==> config.mk <==
export PLATFORM = sky130hd
export DESIGN_NAME = traffic_cmd_parser
export DESIGN_NICKNAME = d
export VERILOG_FILES = /design/src/rtl/traffic_cmd_parser.sv
export SDC_FILE = /design/constraint.sdc
export NUM_CORES = 1
export LEC_CHECK = 0
export ABC_AREA = 1
export CAP_MARGIN = 40
export CORE_MARGIN = 10
export CORE_UTILIZATION = 40
export DETAILED_ROUTE_END_ITERATION = 8
export HOLD_SLACK_MARGIN = 0.06
export PLACE_DENSITY_LB_ADDON = 0.12
export SETUP_SLACK_MARGIN = 0.3
export SKIP_CTS_REPAIR_TIMING = 1
export SLEW_MARGIN = 20
export SYNTH_ARGS = -nofsm -noshare
export SYNTH_HDL_FRONTEND = slang
export SYNTH_SLANG_ARGS = --single-unit
==> constraint.sdc <==
create_clock -name clk_i -period 2 [get_ports clk_i]
set_input_delay 0.6 -clock clk_i [delete_from_list [all_inputs] [get_ports clk_i]]
set_output_delay 0.6 -clock clk_i [all_outputs]
set_load 0.01 [all_outputs]
==> src/rtl/traffic_cmd_parser.sv <==
// traffic_cmd_parser: assembles framed bytes from a host/serial link into the
// cmd_type/cmd_valid/cmd_data bus consumed by traffic_lights.
//
// Frame: SYNC_BYTE, {5'b0, type[2:0]}, data[15:8], data[7:0] [, checksum]
// Optional feature macro: TRAFFIC_CMD_CHECKSUM_EN adds a fifth byte equal to
// the XOR of the type byte and both data bytes (mismatch -> error code 3).
//
// Ports:
//   clk_i         clock
//   arst_i        asynchronous active-high reset
//   byte_data_i   incoming byte
//   byte_valid_i  byte present (accepted when byte_valid_i && byte_ready_o)
//   byte_ready_o  parser can accept a byte (low only in the emit cycle)
//   cmd_type_o    command type, holds between strobes
//   cmd_valid_o   one-cycle command strobe
//   cmd_data_o    command payload, holds between strobes
//   err_o         one-cycle frame-rejection strobe
//   err_code_o    1 = bad type, 2 = timeout, 3 = checksum; holds between strobes
module traffic_cmd_parser #(
  parameter int unsigned TIMEOUT_CYCLES = 1000,
  parameter int unsigned MAX_TYPE       = 5,
  parameter logic [7:0]  SYNC_BYTE      = 8'hA5
) (
  input  logic        clk_i,
  input  logic        arst_i,
  input  logic [7:0]  byte_data_i,
  input  logic        byte_valid_i,
  output logic        byte_ready_o,
  output logic [2:0]  cmd_type_o,
  output logic        cmd_valid_o,
  output logic [15:0] cmd_data_o,
  output logic        err_o,
  output logic [1:0]  err_code_o
);

  localparam int unsigned CNT_W = $clog2(TIMEOUT_CYCLES + 1);
  localparam logic [CNT_W-1:0] CNT_LAST = CNT_W'(TIMEOUT_CYCLES - 1);
  localparam logic [1:0] ERR_TYPE    = 2'd1;
  localparam logic [1:0] ERR_TIMEOUT = 2'd2;
`ifdef TRAFFIC_CMD_CHECKSUM_EN
  localparam logic [1:0] ERR_CSUM    = 2'd3;
`endif

`ifdef TRAFFIC_CMD_CHECKSUM_EN
  typedef enum logic [2:0] {
    S_IDLE, S_TYPE, S_DATA_HI, S_DATA_LO, S_CSUM, S_EMIT
  } state_t;
`else
  typedef enum logic [2:0] {
    S_IDLE, S_TYPE, S_DATA_HI, S_DATA_LO, S_EMIT
  } state_t;
`endif

  state_t           state_q, state_d;
  logic [CNT_W-1:0] cnt_q, cnt_d;
  logic [2:0]       type_q, type_d;
  logic [7:0]       data_hi_q, data_hi_d;
`ifdef TRAFFIC_CMD_CHECKSUM_EN
  logic [7:0]       data_lo_q, data_lo_d;
  logic [7:0]       csum_c;
`endif

  logic        ready_d;
  logic [2:0]  cmd_type_d;
  logic        cmd_valid_d;
  logic [15:0] cmd_data_d;
  logic        err_d;
  logic [1:0]  err_code_d;

  logic accept_c;
  logic in_frame_c;

  assign accept_c = byte_valid_i && byte_ready_o;

`ifdef TRAFFIC_CMD_CHECKSUM_EN
  assign csum_c     = {5'b0, type_q} ^ data_hi_q ^ data_lo_q;
  assign in_frame_c = (state_q == S_TYPE) || (state_q == S_DATA_HI) ||
                      (state_q == S_DATA_LO) || (state_q == S_CSUM);
`else
  assign in_frame_c = (state_q == S_TYPE) || (state_q == S_DATA_HI) ||
                      (state_q == S_DATA_LO);
`endif

  // Next-state, counter and registered-output logic
  always_comb begin
    state_d     = state_q;
    cnt_d       = cnt_q;
    type_d      = type_q;
    data_hi_d   = data_hi_q;
`ifdef TRAFFIC_CMD_CHECKSUM_EN
    data_lo_d   = data_lo_q;
`endif
    cmd_type_d  = cmd_type_o;
    cmd_valid_d = 1'b0;
    cmd_data_d  = cmd_data_o;
    err_d       = 1'b0;
    err_code_d  = err_code_o;

    // Stall timeout: an accepted byte arriving on the limit edge wins
    if (in_frame_c && !accept_c) begin
      if (cnt_q == CNT_LAST) begin
        state_d    = S_IDLE;
        cnt_d      = '0;
        err_d      = 1'b1;
        err_code_d = ERR_TIMEOUT;
      end else begin
        cnt_d = cnt_q + CNT_W'(1);
      end
    end

    case (state_q)
      S_IDLE: begin
        if (accept_c && (byte_data_i == SYNC_BYTE)) begin
          state_d = S_TYPE;
          cnt_d   = '0;
        end
      end
      S_TYPE: begin
        if (accept_c) begin
          cnt_d = '0;
          if ((byte_data_i[7:3] == 5'b0) &&
              (32'(byte_data_i[2:0]) <= MAX_TYPE)) begin
            state_d = S_DATA_HI;
            type_d  = byte_data_i[2:0];
          end else begin
            state_d    = S_IDLE;
            err_d      = 1'b1;
            err_code_d = ERR_TYPE;
          end
        end
      end
      S_DATA_HI: begin
        if (accept_c) begin
          state_d   = S_DATA_LO;
          cnt_d     = '0;
          data_hi_d = byte_data_i;
        end
      end
      S_DATA_LO: begin
        if (accept_c) begin
          cnt_d = '0;
`ifdef TRAFFIC_CMD_CHECKSUM_EN
          state_d   = S_CSUM;
          data_lo_d = byte_data_i;
`else
          state_d     = S_EMIT;
          cmd_valid_d = 1'b1;
          cmd_type_d  = type_q;
          cmd_data_d  = {data_hi_q, byte_data_i};
`endif
        end
      end
`ifdef TRAFFIC_CMD_CHECKSUM_EN
      S_CSUM: begin
        if (accept_c) begin
          cnt_d = '0;
          if (byte_data_i == csum_c) begin
            state_d     = S_EMIT;
            cmd_valid_d = 1'b1;
            cmd_type_d  = type_q;
            cmd_data_d  = {data_hi_q, data_lo_q};
          end else begin
            state_d    = S_IDLE;
            err_d      = 1'b1;
            err_code_d = ERR_CSUM;
          end
        end
      end
`endif
      S_EMIT: begin
        state_d = S_IDLE;
      end
      default: begin
        state_d = S_IDLE;
        cnt_d   = '0;
      end
    endcase

    ready_d = (state_d != S_EMIT);
  end

  // State and output registers
  always_ff @(posedge clk_i or posedge arst_i) begin
    if (arst_i) begin
      state_q      <= S_IDLE;
      cnt_q        <= '0;
      type_q       <= '0;
      data_hi_q    <= '0;
`ifdef TRAFFIC_CMD_CHECKSUM_EN
      data_lo_q    <= '0;
`endif
      byte_ready_o <= 1'b0;
      cmd_type_o   <= '0;
      cmd_valid_o  <= 1'b0;
      cmd_data_o   <= '0;
      err_o        <= 1'b0;
      err_code_o   <= '0;
    end else begin
      state_q      <= state_d;
      cnt_q        <= cnt_d;
      type_q       <= type_d;
      data_hi_q    <= data_hi_d;
`ifdef TRAFFIC_CMD_CHECKSUM_EN
      data_lo_q    <= data_lo_d;
`endif
      byte_ready_o <= ready_d;
      cmd_type_o   <= cmd_type_d;
      cmd_valid_o  <= cmd_valid_d;
      cmd_data_o   <= cmd_data_d;
      err_o        <= err_d;
      err_code_o   <= err_code_d;
    end
  end

endmodule

==> flow_summary.html <==
<table>
<tr><th>Metric</th><th>Value</th></tr>
<tr><th colspan="2">Outcome</th></tr>
<tr><td>Status</td><td>finished clean</td></tr>
<tr><th colspan="2">Finish</th></tr>
<tr><td>Multi-input logic area</td><td>850 um^2</td></tr>
<tr><td>Number of inserted diodes</td><td>0</td></tr>
<tr><td>Core occupancy in the finished layout</td><td>55.3%</td></tr>
<tr><td>Layout overhead on the synthesized area</td><td>32.1%</td></tr>
<tr><td>Flip-flop and latch area</td><td>1200 um^2</td></tr>
<tr><td>Net count, final</td><td>313</td></tr>
<tr><td>Layout cell share with drive strength beyond 1</td><td>16.6%</td></tr>
<tr><td>Filler Cells Inserted</td><td>498</td></tr>
<tr><th colspan="2">Min path</th></tr>
<tr><td>Worst min-delay path category</td><td>reg -&gt; reg</td></tr>
<tr><td>Endpoint of the worst hold path</td><td>cmd_data_o[13]</td></tr>
<tr><td>Startpoint of the tightest hold check path</td><td>cmd_data_o[13]</td></tr>
<tr><td>Count of cells along the worst hold path</td><td>2</td></tr>
<tr><th colspan="2">Logic synthesis</th></tr>
<tr><td>Synthesized instance count</td><td>252</td></tr>
<tr><td>Biggest area contributors in the synthesized netlist</td><td>sky130_fd_sc_hd__dfrtp_1, sky130_fd_sc_hd__nand2_1, sky130_fd_sc_hd__o21ai_1, sky130_fd_sc_hd__nor2_1, sky130_fd_sc_hd__inv_1</td></tr>
<tr><td>Yosys warnings</td><td>0</td></tr>
<tr><td>Cell accounting for the most synthesized area</td><td>sky130_fd_sc_hd__dfrtp_1</td></tr>
<tr><td>Net count after synthesis</td><td>264</td></tr>
<tr><td>Synthesized flop and latch total</td><td>48</td></tr>
<tr><td>Number of enable flip-flop cells after synthesis</td><td>0</td></tr>
<tr><td>Sequential share of the synthesized area</td><td>55.1%</td></tr>
<tr><td>Share of flip-flops with an asynchronous set or reset</td><td>100%</td></tr>
<tr><td>Cell area after synthesis</td><td>2180 um^2</td></tr>
<tr><td>Flip-flop cell with the highest count after synthesis</td><td>sky130_fd_sc_hd__dfrtp_1</td></tr>
<tr><td>Synth top area share</td><td>55.1%</td></tr>
<tr><td>Post-Synthesis Mean Instance Area</td><td>8.64 um^2</td></tr>
<tr><td>Most used standard cell by instance count after synthesis</td><td>sky130_fd_sc_hd__nand2_1</td></tr>
<tr><td>Distinct cell type count of the synthesized netlist</td><td>26</td></tr>
<tr><td>Commonest cells in the synthesized netlist</td><td>sky130_fd_sc_hd__nand2_1, sky130_fd_sc_hd__dfrtp_1, sky130_fd_sc_hd__nor2_1</td></tr>
<tr><th colspan="2">Global route</th></tr>
<tr><td>Antenna violations before repair</td><td>0</td></tr>
<tr><td>Met3 usage</td><td>3.60%</td></tr>
<tr><td>Grt ovf</td><td>0</td></tr>
<tr><td>Largest net degree at the start of global routing</td><td>49</td></tr>
<tr><td>Total track usage</td><td>10.8%</td></tr>
<tr><td>First-pass GRT wire length</td><td>7.65 mm</td></tr>
<tr><td>Number of global-route vias before repair</td><td>1,620</td></tr>
<tr><td>Met1 GRT Util</td><td>13.0%</td></tr>
<tr><td>Most crowded layer after global routing</td><td>met2</td></tr>
<tr><td>GR Util met2</td><td>17.7%</td></tr>
<tr><th colspan="2">Clock network</th></tr>
<tr><td>Root buf cell</td><td>sky130_fd_sc_hd__clkbuf_8</td></tr>
<tr><td>Max Root-Sink Buffers</td><td>2</td></tr>
<tr><td>Clock latency reported for the late side of the worst-skew pair</td><td>0.30 ns</td></tr>
<tr><td>Number of CTS-inserted buffers</td><td>5</td></tr>
<tr><td>H-Tree Depth</td><td>2</td></tr>
<tr><td>Number of sinks handled by clock tree synthesis</td><td>48</td></tr>
<tr><td>TritonCTS clock tree</td><td>yes</td></tr>
<tr><td>Register clock-pin slew on the reported worst setup and hold paths</td><td>0.09 ns</td></tr>
<tr><th colspan="2">Worst setup path</th></tr>
<tr><td>Worst path buffer plus inverter count</td><td>3</td></tr>
<tr><td>Reg2Reg Depth</td><td>10</td></tr>
<tr><td>Maximum cell stage delay along the critical path</td><td>0.47 ns</td></tr>
<tr><td>Cells along the critical path</td><td>clkdlybuf4s50_1, nand2_2, inv_2, nand3_2, nor2_2, nand2_1, nand2_2, nor2_4, inv_4, nor2_1</td></tr>
<tr><td>Critical path start-end classification</td><td>in -&gt; reg</td></tr>
<tr><td>Total stage count of the critical path</td><td>10</td></tr>
<tr><td>CP Data Arrival Time</td><td>1.85 ns</td></tr>
<tr><td>Worst reg-to-reg setup slack</td><td>0.54 ns</td></tr>
<tr><td>Worst Setup End Kind</td><td>flop</td></tr>
<tr><td>Worst r2r src</td><td>cnt_q[0]</td></tr>
<tr><td>Type of origin of the critical path</td><td>primary input</td></tr>
<tr><td>Cell type of the slowest stage on the worst timing path</td><td>sky130_fd_sc_hd__clkdlybuf4s50_1</td></tr>
<tr><td>Critical-path maximum fanout</td><td>8</td></tr>
<tr><td>Most prevalent standard cell on the critical path</td><td>sky130_fd_sc_hd__nand2_2</td></tr>
<tr><td>R2r endpoint</td><td>state_q[0]</td></tr>
<tr><td>Gate family responsible for the most delay along the worst path</td><td>buffers and inverters</td></tr>
<tr><td>CP Data Required Time</td><td>2.20 ns</td></tr>
<tr><th colspan="2">Drt</th></tr>
<tr><td>Wire length per cell</td><td>12.4 um</td></tr>
<tr><td>Initial DRT Pass Iterations</td><td>4</td></tr>
<tr><td>Starting DRC count in detailed routing</td><td>31</td></tr>
<tr><td>Antenna Nets Post-Route</td><td>0</td></tr>
<tr><td>Detail-routed via count per cell</td><td>4.55</td></tr>
<tr><td>Post-Route WL</td><td>4.60 mm</td></tr>
<tr><td>Detailed-route via count</td><td>1,693</td></tr>
<tr><td>Number of remaining DRC errors</td><td>0</td></tr>
<tr><th colspan="2">Pwr</th></tr>
<tr><td>Proportion of power drawn by combinational gates</td><td>22.7%</td></tr>
<tr><td>Relative contribution of sequential cells to total power</td><td>52.5%</td></tr>
<tr><td>Clock power frac</td><td>24.8%</td></tr>
<tr><td>Switching power total</td><td>761 uW</td></tr>
<tr><td>Int Pwr</td><td>1.59 mW</td></tr>
<tr><td>Maximum ir drop on the vdd rail</td><td>0.374 mV</td></tr>
<tr><td>Net switching fraction of the power</td><td>32.4%</td></tr>
<tr><td>Post-layout power</td><td>2.35 mW</td></tr>
<tr><td>Power per standard cell area</td><td>816 nW/um^2</td></tr>
<tr><td>P_leak</td><td>1.81 nW</td></tr>
<tr><th colspan="2">Timing</th></tr>
<tr><td>Worst slew slack as a fraction of its limit</td><td>82.9%</td></tr>
<tr><td>Minimum hold slack</td><td>0.471 ns</td></tr>
<tr><td>Maximum clock rate</td><td>0.606 GHz</td></tr>
<tr><td>Final Hold Vio Count</td><td>0</td></tr>
<tr><td>Slew at the pin closest to its max-slew limit</td><td>0.255 ns</td></tr>
<tr><td>Pins over their slew limit</td><td>0</td></tr>
<tr><td>Setup Total Neg Slack</td><td>0 ns</td></tr>
<tr><td>Worst clock skew</td><td>0.00484 ns</td></tr>
<tr><td>Final worst-path setup slack</td><td>0.350 ns</td></tr>
<tr><td>Post-layout min period</td><td>1.65 ns</td></tr>
<tr><td>Part of the cycle the worst path needs</td><td>82.5%</td></tr>
<tr><td>Count of final setup violators</td><td>0</td></tr>
<tr><td>RSZ-0062 raised after global routing</td><td>no</td></tr>
<tr><th colspan="2">Floorplanning</th></tr>
<tr><td>Area of the core</td><td>5200 um^2</td></tr>
<tr><td>Site row count</td><td>26</td></tr>
<tr><td>Number of top-level pins</td><td>35</td></tr>
<tr><td>Overall die width</td><td>93.8 um</td></tr>
<tr><td>Starting utilization of the core area</td><td>41.9%</td></tr>
<tr><td>Overall die area</td><td>8800 um^2</td></tr>
<tr><td>Overall die height</td><td>93.8 um</td></tr>
<tr><th colspan="2">Place</th></tr>
<tr><td>Placement Setup Slack</td><td>-0.0585 ns</td></tr>
<tr><td>Number of port buffers</td><td>34</td></tr>
<tr><td>RD Place Congestion</td><td>0.876</td></tr>
<tr><td>DPL Wire Length</td><td>3.39 mm</td></tr>
<tr><th colspan="2">Flow run</th></tr>
<tr><td>Number of max-cap violations</td><td>0</td></tr>
</table>
==> layer usage <==
layer	share of wire [%]	vias to the layer above
li1	-	885
met1	48	769
met2	47	31
met3	3.5	8
met4	1.7	0
met5	0	-
==> logic make-up after synthesis <==
logic type | share of synthesized area (%)
AO/OA/AOI/OAI | 6.49
XOR/XNOR | 1.21
adder cells (fa/ha/maj) | 0.574
buffers and inverters | 7.47
flip-flops | 55.1
multiplexers | 0.460
AND/OR/NAND/NOR | 28.7
==> layout by cell type (no fill, tap or decap), types with 3 or more instances in the layout <==
cell,synthesis,final
sky130_fd_sc_hd__nand2_1,79,77
sky130_fd_sc_hd__nor2_1,25,21
sky130_fd_sc_hd__nor2_2,3,5
sky130_fd_sc_hd__nand3_1,8,7
sky130_fd_sc_hd__buf_4,0,10
sky130_fd_sc_hd__nand4_1,6,6
sky130_fd_sc_hd__dlymetal6s2s_1,0,25
sky130_fd_sc_hd__clkdlybuf4s50_1,0,9
sky130_fd_sc_hd__inv_2,9,9
sky130_fd_sc_hd__nor2_4,4,6
sky130_fd_sc_hd__clkbuf_8,0,5
sky130_fd_sc_hd__o21ai_0,5,5
sky130_fd_sc_hd__dfrtp_1,48,48
sky130_fd_sc_hd__o21ai_1,19,19
sky130_fd_sc_hd__inv_1,24,23
sky130_fd_sc_hd__nand2_2,2,3
==> area by class of cell <==
class                           count  share of cell area (%)
Tap cell                           70                    3.04
Clock buffer                        5                    2.39
Inverter                           34                    4.65
Sequential cell                    48                    41.7
Multi-Input combinational cell    166                    29.5
Clock inverter                      3                   0.652
Timing Repair Buffer               46                    18.0
==> flip-flops by register name, summed over array words and instances, names as in the netlist <==
name and cells:
cmd_data_o 16, cnt_q 10, data_hi_q 8, cmd_type_o 3
state_q 3, type_q 3, err_code_o 2, byte_ready_o 1
cmd_valid_o 1, err_o 1
==> worst register-to-register path, stage by stage (launching register included) <==
cell                      delay (ns)
sky130_fd_sc_hd__dfrtp_1        0.40
sky130_fd_sc_hd__ha_1           0.28
sky130_fd_sc_hd__nand2_1        0.08
sky130_fd_sc_hd__nor2_1         0.10
sky130_fd_sc_hd__nand3_1        0.13
sky130_fd_sc_hd__nor2_4         0.12
sky130_fd_sc_hd__inv_2          0.05
sky130_fd_sc_hd__nand2_1        0.07
sky130_fd_sc_hd__nand2_1        0.05
sky130_fd_sc_hd__nand2_1        0.05
sky130_fd_sc_hd__nand2_1        0.04
==> power by group through the flow <==
stage	clock [mW]	sequential, mW	combinational [mW]
after floorplan	0	1.24	0.357
after global placement	0	1.25	0.537
after detailed placement	0	1.25	0.540
after CTS	0.600	1.23	0.542
after global routing	0.651	1.26	0.611
final	0.581	1.23	0.533
==> stage by stage <==
stage / area [um^2] / std cells
after global routing: 2880 / 372
final: 2880 / 372
after floorplan: 2180 / 252
after global placement: 2690 / 364
after CTS: 2780 / 372
after detailed placement: 2690 / 364
==> worst max path at each step <==
stage / startpoint / end
6_report: byte_valid_i / cnt_q[8]
3_3_place_gp: byte_valid_i / type_q[0]
2_1_floorplan: byte_valid_i / state_q[0]
5_1_grt: byte_valid_i / cnt_q[8]
4_1_cts: cmd_type_o[1] / cmd_type_o[1]
3_5_place_dp: byte_valid_i / type_q[0]
Note: power is estimated with default switching activity, not from simulation.
